$ cat src/rtl/scrambler_64b66b.sv
// Self-synchronous 64b/66b transmit scrambler, G(x) = 1 + x^39 + x^58.
// Scrambles the payload, forwards the sync header unchanged, and flags/counts illegal headers.
module scrambler_64b66b #(
    parameter logic [57:0] SEED_INIT = 58'h3FF_FFFF_FFFF_FFFF,
    parameter int unsigned CNT_WIDTH = 16
) (
    input  logic                 CLK,
    input  logic                 RST,
    input  logic                 enable_scrambler,
    input  logic [65:0]          encoded_data,
    input  logic                 seed_load,
    input  logic [57:0]          seed,
    input  logic                 bypass,
    output logic [65:0]          scrambled_data,
    output logic                 tx_valid,
    output logic                 hdr_err,
    output logic [CNT_WIDTH-1:0] hdr_err_count
);

    localparam int unsigned PAY_W   = 64;
    localparam int unsigned STATE_W = 58;

    logic [STATE_W-1:0]   r_state;
    logic [65:0]          r_data;
    logic                 r_tx_valid;
    logic                 r_hdr_err;
    logic [CNT_WIDTH-1:0] r_cnt;

    logic [STATE_W-1:0]   w_state_next;
    logic [PAY_W-1:0]     w_scrambled;
    logic                 w_hdr_bad;

    // All 64 serial scrambler steps unrolled; S[0] always holds the newest output bit.
    always_comb begin
        w_state_next = r_state;
        w_scrambled  = '0;
        for (int k = 0; k < 64; k++) begin
            w_scrambled[k] = encoded_data[2+k] ^ w_state_next[38] ^ w_state_next[57];
            w_state_next   = {w_state_next[56:0], w_scrambled[k]};
        end
    end

    assign w_hdr_bad = (encoded_data[1] == encoded_data[0]);

    // Seed load wins over a same-cycle block; bypass freezes the state but keeps header checking.
    always_ff @(posedge CLK) begin
        if (RST) begin
            r_state    <= SEED_INIT;
            r_data     <= '0;
            r_tx_valid <= 1'b0;
            r_hdr_err  <= 1'b0;
            r_cnt      <= '0;
        end else begin
            r_tx_valid <= 1'b0;
            r_hdr_err  <= 1'b0;
            if (seed_load) begin
                r_state <= seed;
            end else if (enable_scrambler) begin
                r_tx_valid <= 1'b1;
                r_hdr_err  <= w_hdr_bad;
                if (bypass) begin
                    r_data <= encoded_data;
                end else begin
                    r_data  <= {w_scrambled, encoded_data[1:0]};
                    r_state <= w_state_next;
                end
                if (w_hdr_bad && (r_cnt != '1)) begin
                    r_cnt <= r_cnt + CNT_WIDTH'(1);
                end
            end
        end
    end

    assign scrambled_data = r_data;
    assign tx_valid       = r_tx_valid;
    assign hdr_err        = r_hdr_err;
    assign hdr_err_count  = r_cnt;

endmodule

$ cat config.mk
export PLATFORM = sky130hd
export DESIGN_NAME = scrambler_64b66b
export DESIGN_NICKNAME = d
export VERILOG_FILES = /design/src/rtl/scrambler_64b66b.sv
export SDC_FILE = /design/constraint.sdc
export NUM_CORES = 1
export LEC_CHECK = 0
export CAP_MARGIN = 30
export CORE_MARGIN = 1.5
export CORE_UTILIZATION = 44
export DETAILED_ROUTE_END_ITERATION = 7
export GPL_TIMING_DRIVEN = 0
export PLACE_DENSITY = 0.77
export SETUP_SLACK_MARGIN = 0.05
export SLEW_MARGIN = 30
export SYNTH_ARGS = -nofsm -noshare
export SYNTH_HDL_FRONTEND = slang
export SYNTH_SLANG_ARGS = --single-unit
$ cat constraint.sdc
create_clock -name CLK -period 1.9 [get_ports CLK]
set_input_delay 0.38 -clock CLK [delete_from_list [all_inputs] [get_ports CLK]]
set_output_delay 0.38 -clock CLK [all_outputs]
set_load 0.005 [all_outputs]
==> summary.txt, run 1 <==
Synthesis
  – Largest area contributor in the synthesized netlist: sky130_fd_sc_hd__dfxtp_1
  – Area of the mapped netlist: 7863 µm²
  – Synthesized instance count: 874
  – Area contributors post-synth: sky130_fd_sc_hd__dfxtp_1 (36%), sky130_fd_sc_hd__xnor2_1 (9.6%), sky130_fd_sc_hd__o21ai_0 (6.6%), sky130_fd_sc_hd__xor2_1 (6.3%), sky130_fd_sc_hd__a311oi_1 (5.1%)
  – Sequential-to-total area share from yosys stat: 36.16%
  – Most used flip-flop cell after synthesis: sky130_fd_sc_hd__dfxtp_1
  – Number of synthesis warnings: 0
  – Asr flop ratio synth: 0%
  – EDFF count, synth: 0
  – Synthesized net count: 1004
  – Distinct cell type count after synthesis: 43
  – Yosys reg bits: 142
  – Most common cell in the netlist: sky130_fd_sc_hd__dfxtp_1
  – Share of the synthesized area in the top cell type: 36.16%
  – Average instance area after synthesis: 8.996 µm²
  – Leading cell types by count after synthesis: sky130_fd_sc_hd__dfxtp_1 (142), sky130_fd_sc_hd__o21ai_0 (104), sky130_fd_sc_hd__xnor2_1 (86), sky130_fd_sc_hd__nor2_1 (67), sky130_fd_sc_hd__xor2_1 (57)

Power and ir drop
  – Pint: 6217 µW
  – Net Sw Power: 2729 µW
  – Pleak: 0.003942 µW
  – Proportion of power drawn by flip-flops and latches: 38.5%
  – Switching portion of total power: 30.51%
  – Clk network pwr share: 33.7%
  – Power density cells: 805.1 nW/µm²
  – Maximum vdd drop: 0.0007245 V
  – Relative contribution of combinational cells to total power: 27.9%
  – Power, Total: 8946 µW

Layout
  – Post-Layout Inst Area: 11110 µm²
  – Net count, final: 1249
  – Diodes inserted: 0
  – Number of fill cells in the layout: 1451
  – Layout cells sized above 1: 11.36%
  – Area growth, synth to finish: 41.33%

Global route
  – Met3 usage in global routing: 8.185%
  – Routing usage on met2: 49.80%
  – Overall routing resource usage: 32.49%
  – Pin count of the biggest net entering global routing: 17
  – First-pass GRT wire length: 44250 µm
  – Highest-utilization routing layer at the global route stage: met2
  – GR met1 Demand/Resource: 43.49%
  – Initial antenna violation count: 0
  – Vias in the first global route: 7523
  – Final global-route overflow total: 0

STA
  – F_max: 0.5383 GHz
  – Final Hold Vio Count: 0
  – Unrepaired setup endpoints after global routing: yes
  – Final worst path period share: 97.77%
  – Pins over their slew limit: 0
  – Min cycle time layout: 1.858 ns
  – Actual slew at the worst max-slew pin: 0.6396 ns
  – Final Worst Setup Slack: 0.04244 ns
  – Clock skew after layout: 0.007346 ns
  – Total Negative Setup Slacks: 0 ns
  – Worst slew margin relative to its limit: 57.36%
  – Endpoints failing setup: 0

Floorplan
  – Core Footprint: 17360 µm²
  – Initial core utilization: 45.30%
  – Floorplan die height: 136.7 µm
  – Standard-cell row count: 48
  – Area of the die: 18680 µm²
  – I/O pin total: 213
  – Die span in x: 136.7 µm

Placement
  – Count of input and output buffers: 211
  – Placed wire-length estimate after detailed placement: 23190 µm
  – DP Area: 10260 µm²
  – Global placement routability congestion: 0.9663
  – Pre-CTS setup slack: -1.020 ns

Flow run
  – Max-capacitance violation count: 0

Clock tree
  – Total clock sinks: 142
  – TritonCTS clock tree: done
  – CTS H-Tree Depth: 4
  – Clock transition at the registers of the reported paths: 0.06 ns
  – Clock latency reported for the late side of the worst-skew pair: 0.44 ns
  – Largest buffer count on any clock path: 2
  – TritonCTS buffer count: 17
  – Root buffer selected by CTS: sky130_fd_sc_hd__clkbuf_16

Critical path
  – Kind of critical path: reg -> reg
  – Highest fanout seen on the critical path: 4
  – Required time reported for the critical path endpoint: 2.24 ns
  – Crit end category: register
  – Worst EP arrival: 2.20 ns
  – Register-to-Register Setup Slack: 0.04 ns
  – CP startpoint kind: register

Drt
  – DRT Wirelength: 30290 µm
  – Drt wl/cell: 22.40 µm
  – DRC violation count after routing: 0
  – Number of iterations in the first detailed-routing pass: 5
  – Via density per instance: 5.942
  – Via count: 8033
  – Final ANT Viol Nets: 0
  – Iteration-0 DRC Markers: 797

Run status
  – Result of the run: finished clean

Hold path
  – Classification of the worst-slack hold path: in -> reg
## power by group through the flow
| stage | Clock [µW] | Combinational [µW] | Sequential (µW) |
|---|---|---|---|
| final | 3010 | 2490 | 3440 |
| after CTS | 3010 | 2360 | 3430 |
| after global placement | 0 | 2300 | 3490 |
| after detailed placement | 0 | 2310 | 3490 |
| after floorplan | 0 | 1320 | 3420 |
| after global routing | 3130 | 2640 | 3460 |
## layout by cell type, fill, tap and decap left out, types with 3 or more instances in the layout
cell and count:
sky130_fd_sc_hd__clkbuf_16 17, sky130_fd_sc_hd__nand4_1 4, sky130_fd_sc_hd__o41ai_1 3, sky130_fd_sc_hd__buf_2 6, sky130_fd_sc_hd__a311oi_1 40, sky130_fd_sc_hd__clkbuf_2 23
sky130_fd_sc_hd__xnor2_1 84, sky130_fd_sc_hd__nand2_1 26, sky130_fd_sc_hd__or4_1 7, sky130_fd_sc_hd__inv_1 4, sky130_fd_sc_hd__nor2b_1 5, sky130_fd_sc_hd__nand3_1 6
sky130_fd_sc_hd__o21ai_0 104, sky130_fd_sc_hd__clkbuf_1 34, sky130_fd_sc_hd__dfxtp_2 15, sky130_fd_sc_hd__dlymetal6s2s_1 6, sky130_fd_sc_hd__a221oi_1 26, sky130_fd_sc_hd__nand2b_1 16
sky130_fd_sc_hd__buf_4 18, sky130_fd_sc_hd__nor2_1 66, sky130_fd_sc_hd__nor3b_1 32, sky130_fd_sc_hd__xor2_1 56, sky130_fd_sc_hd__o31ai_1 8, sky130_fd_sc_hd__dfxtp_1 125
sky130_fd_sc_hd__and3_1 3, sky130_fd_sc_hd__xnor3_2 14, sky130_fd_sc_hd__a311oi_2 6, sky130_fd_sc_hd__xnor3_1 3, sky130_fd_sc_hd__a21oi_1 32, sky130_fd_sc_hd__clkdlybuf4s50_1 203
sky130_fd_sc_hd__clkbuf_8 5, sky130_fd_sc_hd__a211oi_1 32, sky130_fd_sc_hd__buf_1 4, sky130_fd_sc_hd__or3_1 50
## worst max-delay path, stage by stage, from the launching register on
cell,delay [ns]
sky130_fd_sc_hd__dfxtp_1,0.47
sky130_fd_sc_hd__xnor3_2,0.56
sky130_fd_sc_hd__xor2_1,0.18
sky130_fd_sc_hd__or3_1,0.31
sky130_fd_sc_hd__a311oi_1,0.26
## layout make-up
type | instances | area [µm²] | share of cell area [%]
clock buffers | 25 | 495.5 | 4.459
well taps | 225 | 281.5 | 2.534
plain buffers | 70 | 339.1 | 3.051
inverters | 4 | 15.01 | 0.1351
repair buffers | 227 | 2245 | 20.20
flip-flops and latches | 142 | 2869 | 25.82
multi-input cells | 657 | 4857 | 43.71
clock inverters | 2 | 10.01 | 0.09008
## per-layer routing
| layer | wire (µm) | up-vias |
|---|---|---|
| li1 | - | 3698 |
| met1 | 12700 | 3830 |
| met5 | 0 | - |
| met2 | 13530 | 437 |
| met3 | 3001 | 68 |
| met4 | 1051 | 0 |
## cells by family after synthesis
| family | synth area share (%) |
|---|---|
| AO/OA/AOI/OAI | 21.45 |
| XOR/XNOR | 21.71 |
| adder cells (fa/ha/maj) | 0.1591 |
| buffers and inverters | 3.803 |
| flip-flops | 36.16 |
| multiplexers | 0.3978 |
| AND/OR/NAND/NOR | 16.33 |
## flip-flops by register name, summed over array words and instances, names as in the netlist
| signal | flops |
|---|---|
| hdr_err | 1 |
| hdr_err_count | 16 |
| r_state | 58 |
| scrambled_data | 66 |
| tx_valid | 1 |
## path summary, 6_finish.rpt
kind	from	endpoint	depth (start not counted)
worst max-delay path	r_state[21]$_SDFFE_PP1P_	scrambled_data[58]$_SDFFE_PP0P_	4
worst min-delay path	encoded_data[0]	scrambled_data[0]$_SDFFE_PP0P_	3
worst max register to register	r_state[21]$_SDFFE_PP1P_	scrambled_data[58]$_SDFFE_PP0P_	4
worst min register to register	scrambled_data[0]$_SDFFE_PP0P_	scrambled_data[0]$_SDFFE_PP0P_	2
## repair_timing
action / 4_1_cts / 5_1_grt
buffers inserted: 2 / 14
pin swaps: 4 / 15
setup endpoints to repair: 125 / 52
cloned: 0 / 0
hold buffers: 0 / 0
resized for setup: 44 / 56
## per-stage QoR
stage	utilization (%)	hold WS [ns]	cells
floorplan	-	0.4527	874
global placement	59.09	0.4474	1310
detailed placement	59.09	0.4560	1310
CTS	62.53	0.3684	1338
global route	64.02	0.3213	1352
finish	64.02	0.3035	1352
Power figures use the tool's default switching activity.
==> run 2, diff against run 1 <==
--- a/config.mk
+++ b/config.mk
@@ -8,10 +8,12 @@
 export CAP_MARGIN = 30
 export CORE_MARGIN = 1.5
 export CORE_UTILIZATION = 44
+export CTS_CLUSTER_DIAMETER = 40
 export DETAILED_ROUTE_END_ITERATION = 7
 export GPL_TIMING_DRIVEN = 0
 export PLACE_DENSITY = 0.77
 export SETUP_SLACK_MARGIN = 0.05
+export SKIP_CTS_REPAIR_TIMING = 1
 export SLEW_MARGIN = 30
 export SYNTH_ARGS = -nofsm -noshare
 export SYNTH_HDL_FRONTEND = slang
==> run 2 against run 1 <==
Against the previous run:
- first-iteration DRC count down 9.0%
- utilization up 0.25 points
- cell count up 0.22%
- sequential power about the same
- global-route usage down 0.24 points
- clock power about the same
- worst setup slack worse by 0.019 ns
- critical path depth unchanged
- wire length up 0.36%
- combinational power about the same
- clock-buffer cell count unchanged
==> summary.txt, run 2 (same netlist as run 1, synthesis figures left out) <==
Run status
  – Result of the run: finished clean

Drt
  – Iteration-0 DRC Markers: 725 (-9.0%)
  – DRT Wirelength: 30400 µm (+0.36%)
  – Final ANT Viol Nets: 0 (unchanged)
  – DRC violation count after routing: 0 (unchanged)
  – Drt wl/cell: 22.43 µm (+0.14%)
  – Via density per instance: 5.945 (about the same)
  – Via count: 8055 (+0.27%)
  – Number of iterations in the first detailed-routing pass: 7 (+2)

STA
  – Final worst path period share: 98.76% (+1.0 points)
  – Worst slew margin relative to its limit: 55.66% (-1.7 points)
  – Final Worst Setup Slack: 0.02348 ns (-0.01895 ns)
  – Unrepaired setup endpoints after global routing: yes
  – Pins over their slew limit: 0 (unchanged)
  – Min cycle time layout: 1.877 ns (+0.01895 ns)
  – F_max: 0.5329 GHz (-1.0%)
  – Clock skew after layout: 0.006728 ns (-0.0006171 ns)
  – Actual slew at the worst max-slew pin: 0.6651 ns (+0.02557 ns)
  – Final Hold Vio Count: 0 (unchanged)
  – Endpoints failing setup: 0 (unchanged)
  – Fin Hold WS: 0.2960 ns (-0.007492 ns)

Critical path
  – Required time reported for the critical path endpoint: 2.24 ns (about the same)
  – Top cell family by delay on the critical path: XOR/XNOR gates
  – Crit end category: register
  – Highest fanout seen on the critical path: 4 (unchanged)
  – Worst path cell trace: xnor3_2 -> xor2_1 -> or3_1 -> a311oi_1
  – Maximum single-stage delay on the critical path: 0.56 ns (about the same)
  – CP startpoint kind: register
  – Crit path launch: r_state[21]$_SDFFE_PP1P_
  – Standard cell with the maximum stage delay on the critical path: sky130_fd_sc_hd__xnor3_2
  – Count of buffer and inverter cells on the critical path: 0 (unchanged)
  – Worst R2R Start: r_state[21]$_SDFFE_PP1P_
  – Kind of critical path: reg -> reg
  – Worst EP arrival: 2.21 ns (about the same)
  – Register-to-Register Setup Slack: 0.02 ns (-0.02 ns)

Placement
  – Pre-CTS setup slack: -1.020 ns (unchanged)
  – Count of input and output buffers: 211 (unchanged)
  – DP Area: 10260 µm² (unchanged)
  – Placed wire-length estimate after detailed placement: 23190 µm (unchanged)
  – Global placement routability congestion: 0.9663 (unchanged)

Layout
  – Post-route core utilization: 64.27% (+0.25 points)
  – Area growth, synth to finish: 41.88%
  – Commonest cells after routing, fill and taps aside: sky130_fd_sc_hd__clkdlybuf4s50_1 (200), sky130_fd_sc_hd__dfxtp_1 (127), sky130_fd_sc_hd__o21ai_0 (104)
  – Number of fill cells in the layout: 1449 (-0.14%)
  – Leading cell type in the layout, fill and taps excluded: sky130_fd_sc_hd__clkdlybuf4s50_1
  – Area used by multi-input combinational logic: 4873 µm² (+0.33%)
  – Net count, final: 1252 (+0.24%)
  – Layout cells sized above 1: 11.59% (+0.24 points)
  – Post-Layout Inst Area: 11160 µm² (+0.39%)
  – Largest register FFs: 66 (unchanged)
  – Area taken by flip-flops and latches: 2867 µm² (about the same)
  – Diodes inserted: 0 (unchanged)

Global route
  – Pin count of the biggest net entering global routing: 17 (unchanged)
  – Overall routing resource usage: 32.24% (-0.24 points)
  – Final global-route overflow total: 0 (unchanged)
  – Vias in the first global route: 7457 (-0.88%)
  – First-pass GRT wire length: 43890 µm (-0.81%)
  – Initial antenna violation count: 0 (unchanged)

Clock tree
  – Root buffer selected by CTS: sky130_fd_sc_hd__clkbuf_16
  – Clock latency reported for the late side of the worst-skew pair: 0.43 ns (about the same)
  – Total clock sinks: 142 (unchanged)
  – Clock transition at the registers of the reported paths: 0.06 ns (about the same)
  – Largest buffer count on any clock path: 2 (unchanged)
  – TritonCTS clock tree: done
  – CTS H-Tree Depth: 4 (unchanged)
  – TritonCTS buffer count: 17 (unchanged)

Hold path
  – Hold path start: encoded_data[0]
  – Classification of the worst-slack hold path: in -> reg

Power and ir drop
  – Pleak: 0.003991 µW (+1.2%)
  – Power, Total: 8955 µW (about the same)
  – Maximum vdd drop: 0.0007197 V (-0.66%)
  – Power density cells: 802.7 nW/µm² (-0.29%)

Floorplan
  – Initial core utilization: 45.30% (unchanged)
  – I/O pin total: 213 (unchanged)
  – Floorplan die height: 136.7 µm (unchanged)
  – Core Footprint: 17360 µm² (unchanged)
  – Area of the die: 18680 µm² (unchanged)
  – Die span in x: 136.7 µm (unchanged)
  – Standard-cell row count: 48 (unchanged)

Flow run
  – Max-capacitance violation count: 0 (unchanged)
run 2: worst register-to-register path: cells and delay by family (launching register included):
| family | cells | cell delay [ns] |
|---|---|---|
| XOR/XNOR | 2 | 0.74 |
| flip-flops | 1 | 0.47 |
| AND/OR/NAND/NOR | 1 | 0.31 |
| AO/OA/AOI/OAI | 1 | 0.27 |
run 2: metal layers:
metal  vias to the layer above  global-route usage (%)  routed length (µm)
li1                       3704                       -                   -
met1                      3823                   43.23               12720
met2                       451                   49.55               13520
met3                        77                   8.519                3122
met4                         0                   12.23                1037
met5                         -                       0                   0
run 2: metrics by stage:
step                 TNS (ns)  std cells
floorplan                   0        874
global placement       -97.00       1310
detailed placement     -95.02       1310
CTS                    -37.78       1337
global route        -0.007745       1355
finish                      0       1355
run 2: area by class of cell:
class                   count  share of cell area, %
inverters                   4                 0.1346
multi-input cells         657                  43.69
flip-flops and latches    142                  25.70
well taps                 225                  2.524
plain buffers              70                  2.972
clock buffers              25                  4.441
clock inverters             2                0.08973
repair buffers            230                  20.46
run 2: final timing paths:
kind	end	depth (start not counted)
worst min-delay path	scrambled_data[0]$_SDFFE_PP0P_	3
worst min register to register	scrambled_data[1]$_SDFFE_PP0P_	2
worst max-delay path	scrambled_data[58]$_SDFFE_PP0P_	4
worst max register to register	scrambled_data[58]$_SDFFE_PP0P_	4
run 2: report_power, final:
| group | leakage (µW) | internal (µW) | switching (µW) |
|---|---|---|---|
| logic | 0.00256 | 1260 | 1240 |
| registers | 0.00118 | 3190 | 248 |
| clock network | 0.000251 | 1760 | 1250 |
==> RTL change, RTL diff (config.mk and constraints of run 2) <==
Set the parameter `CNT_WIDTH` to 14 (it was 16).
--- a/src/rtl/scrambler_64b66b.sv
+++ b/src/rtl/scrambler_64b66b.sv
@@ -2,7 +2,7 @@
 // Scrambles the payload, forwards the sync header unchanged, and flags/counts illegal headers.
 module scrambler_64b66b #(
     parameter logic [57:0] SEED_INIT = 58'h3FF_FFFF_FFFF_FFFF,
-    parameter int unsigned CNT_WIDTH = 16
+    parameter int unsigned CNT_WIDTH = 14
 ) (
     input  logic                 CLK,
     input  logic                 RST,
Ports: changed (resized hdr_err_count); port bits go from 213 to 211. The function was not compared with the original's and may differ.
==> RTL change against run 2 <==
Non-clock buffer count fell by 18; routed wire length is 7.6% lower; synthesized cell count up 1.3%; area after synthesis shrank 1.5%; clock power grew 22%; cell area down 2.0%; total power increased by 3.1%; via count decreased by 3.0%; setup slack improved by 0.057 ns; sequential cell count down 2.
==> RTL change: results (changes against run 2) <==
- DRT Pass-1 Iters: 5 (-2)
- RR Startpoint: hdr_err_count[9]$_SDFFE_PP0P_
- Placed instance count: 1,319 (+0.69%)
- 1st-iter DRT viols: 759 (+4.7%)
- Crit path to: scrambled_data[53]$_SDFFE_PP0P_
- Worst slack, placed: -0.954 ns (+0.0652 ns)
- Gate Count Post-Synth: 885 (+1.3%)
- Synth Area in Compound Gates: 0.174 (-0.0407)
- Yosys cell types: 44 (+2.3%)
- HPWL Detailed: 21,800 um (-6.1%)
- Reg-to-Reg End: hdr_err_count[6]$_SDFFE_PP0P_
- Status: complete, no violations
- Nets: 1,247 (-0.40%)
- CP top delay family: buffers and inverters
- Vias in the first global route: 7,195 (-3.5%)
- Layout cells sized above 1: 0.0841 (-0.0319)
- Gpl congestion: 1.02 (+5.5%)
- CP startpoint: bypass
- CP max stage cell: clkdlybuf4s50_1
- Top post-synthesis cells by area: dfxtp_1, xnor3_1, xnor2_1, nor3b_1, nand2_1
- Fmax: 550 MHz (+3.2%)
- List of most frequent post-synthesis cells: dfxtp_1, nand2_1, nor2_1, nor3b_1, clkbuf_1
- Worst Clk Skew: 0.00635 ns (-0.000379 ns)
- Gr usage total: 0.303 (-0.0197)
- Total number of vias: 7,812 (-3.0%)
-- RTL change: changes by cell type in the layout (fill, tap and decap cells not counted), sizes merged, moves of 29 or more --
cell | run 2 | this run
nand2 | 27 | 94
a31oi | 2 | 31
a311oi | 46 | 7
xnor2 | 86 | 52
o21ai | 104 | 34
or3 | 51 | 7
-- RTL change: report_power, final --
group	switching, mW	internal (mW)
registers	0.207	3.15
clock network	1.35	2.33
logic	1.08	1.13
-- RTL change: layout make-up --
class                           count  area share
Multi-Input combinational cell    674       0.433
Timing Repair Buffer              213       0.194
Clock inverter                     15      0.0202
Inverter                            2    0.000686
Tap cell                          225      0.0257
Clock buffer                       17      0.0389
Sequential cell                   140       0.257
Buffer                             69      0.0297
-- RTL change: per-layer routing --
layer / up-vias / GRT usage / share of wire
met5: - / 0 / 0
met3: 73 / 0.0516 / 0.10
met2: 463 / 0.473 / 0.44
met4: 0 / 0.124 / 0.035
li1: 3655 / - / -
met1: 3621 / 0.414 / 0.42
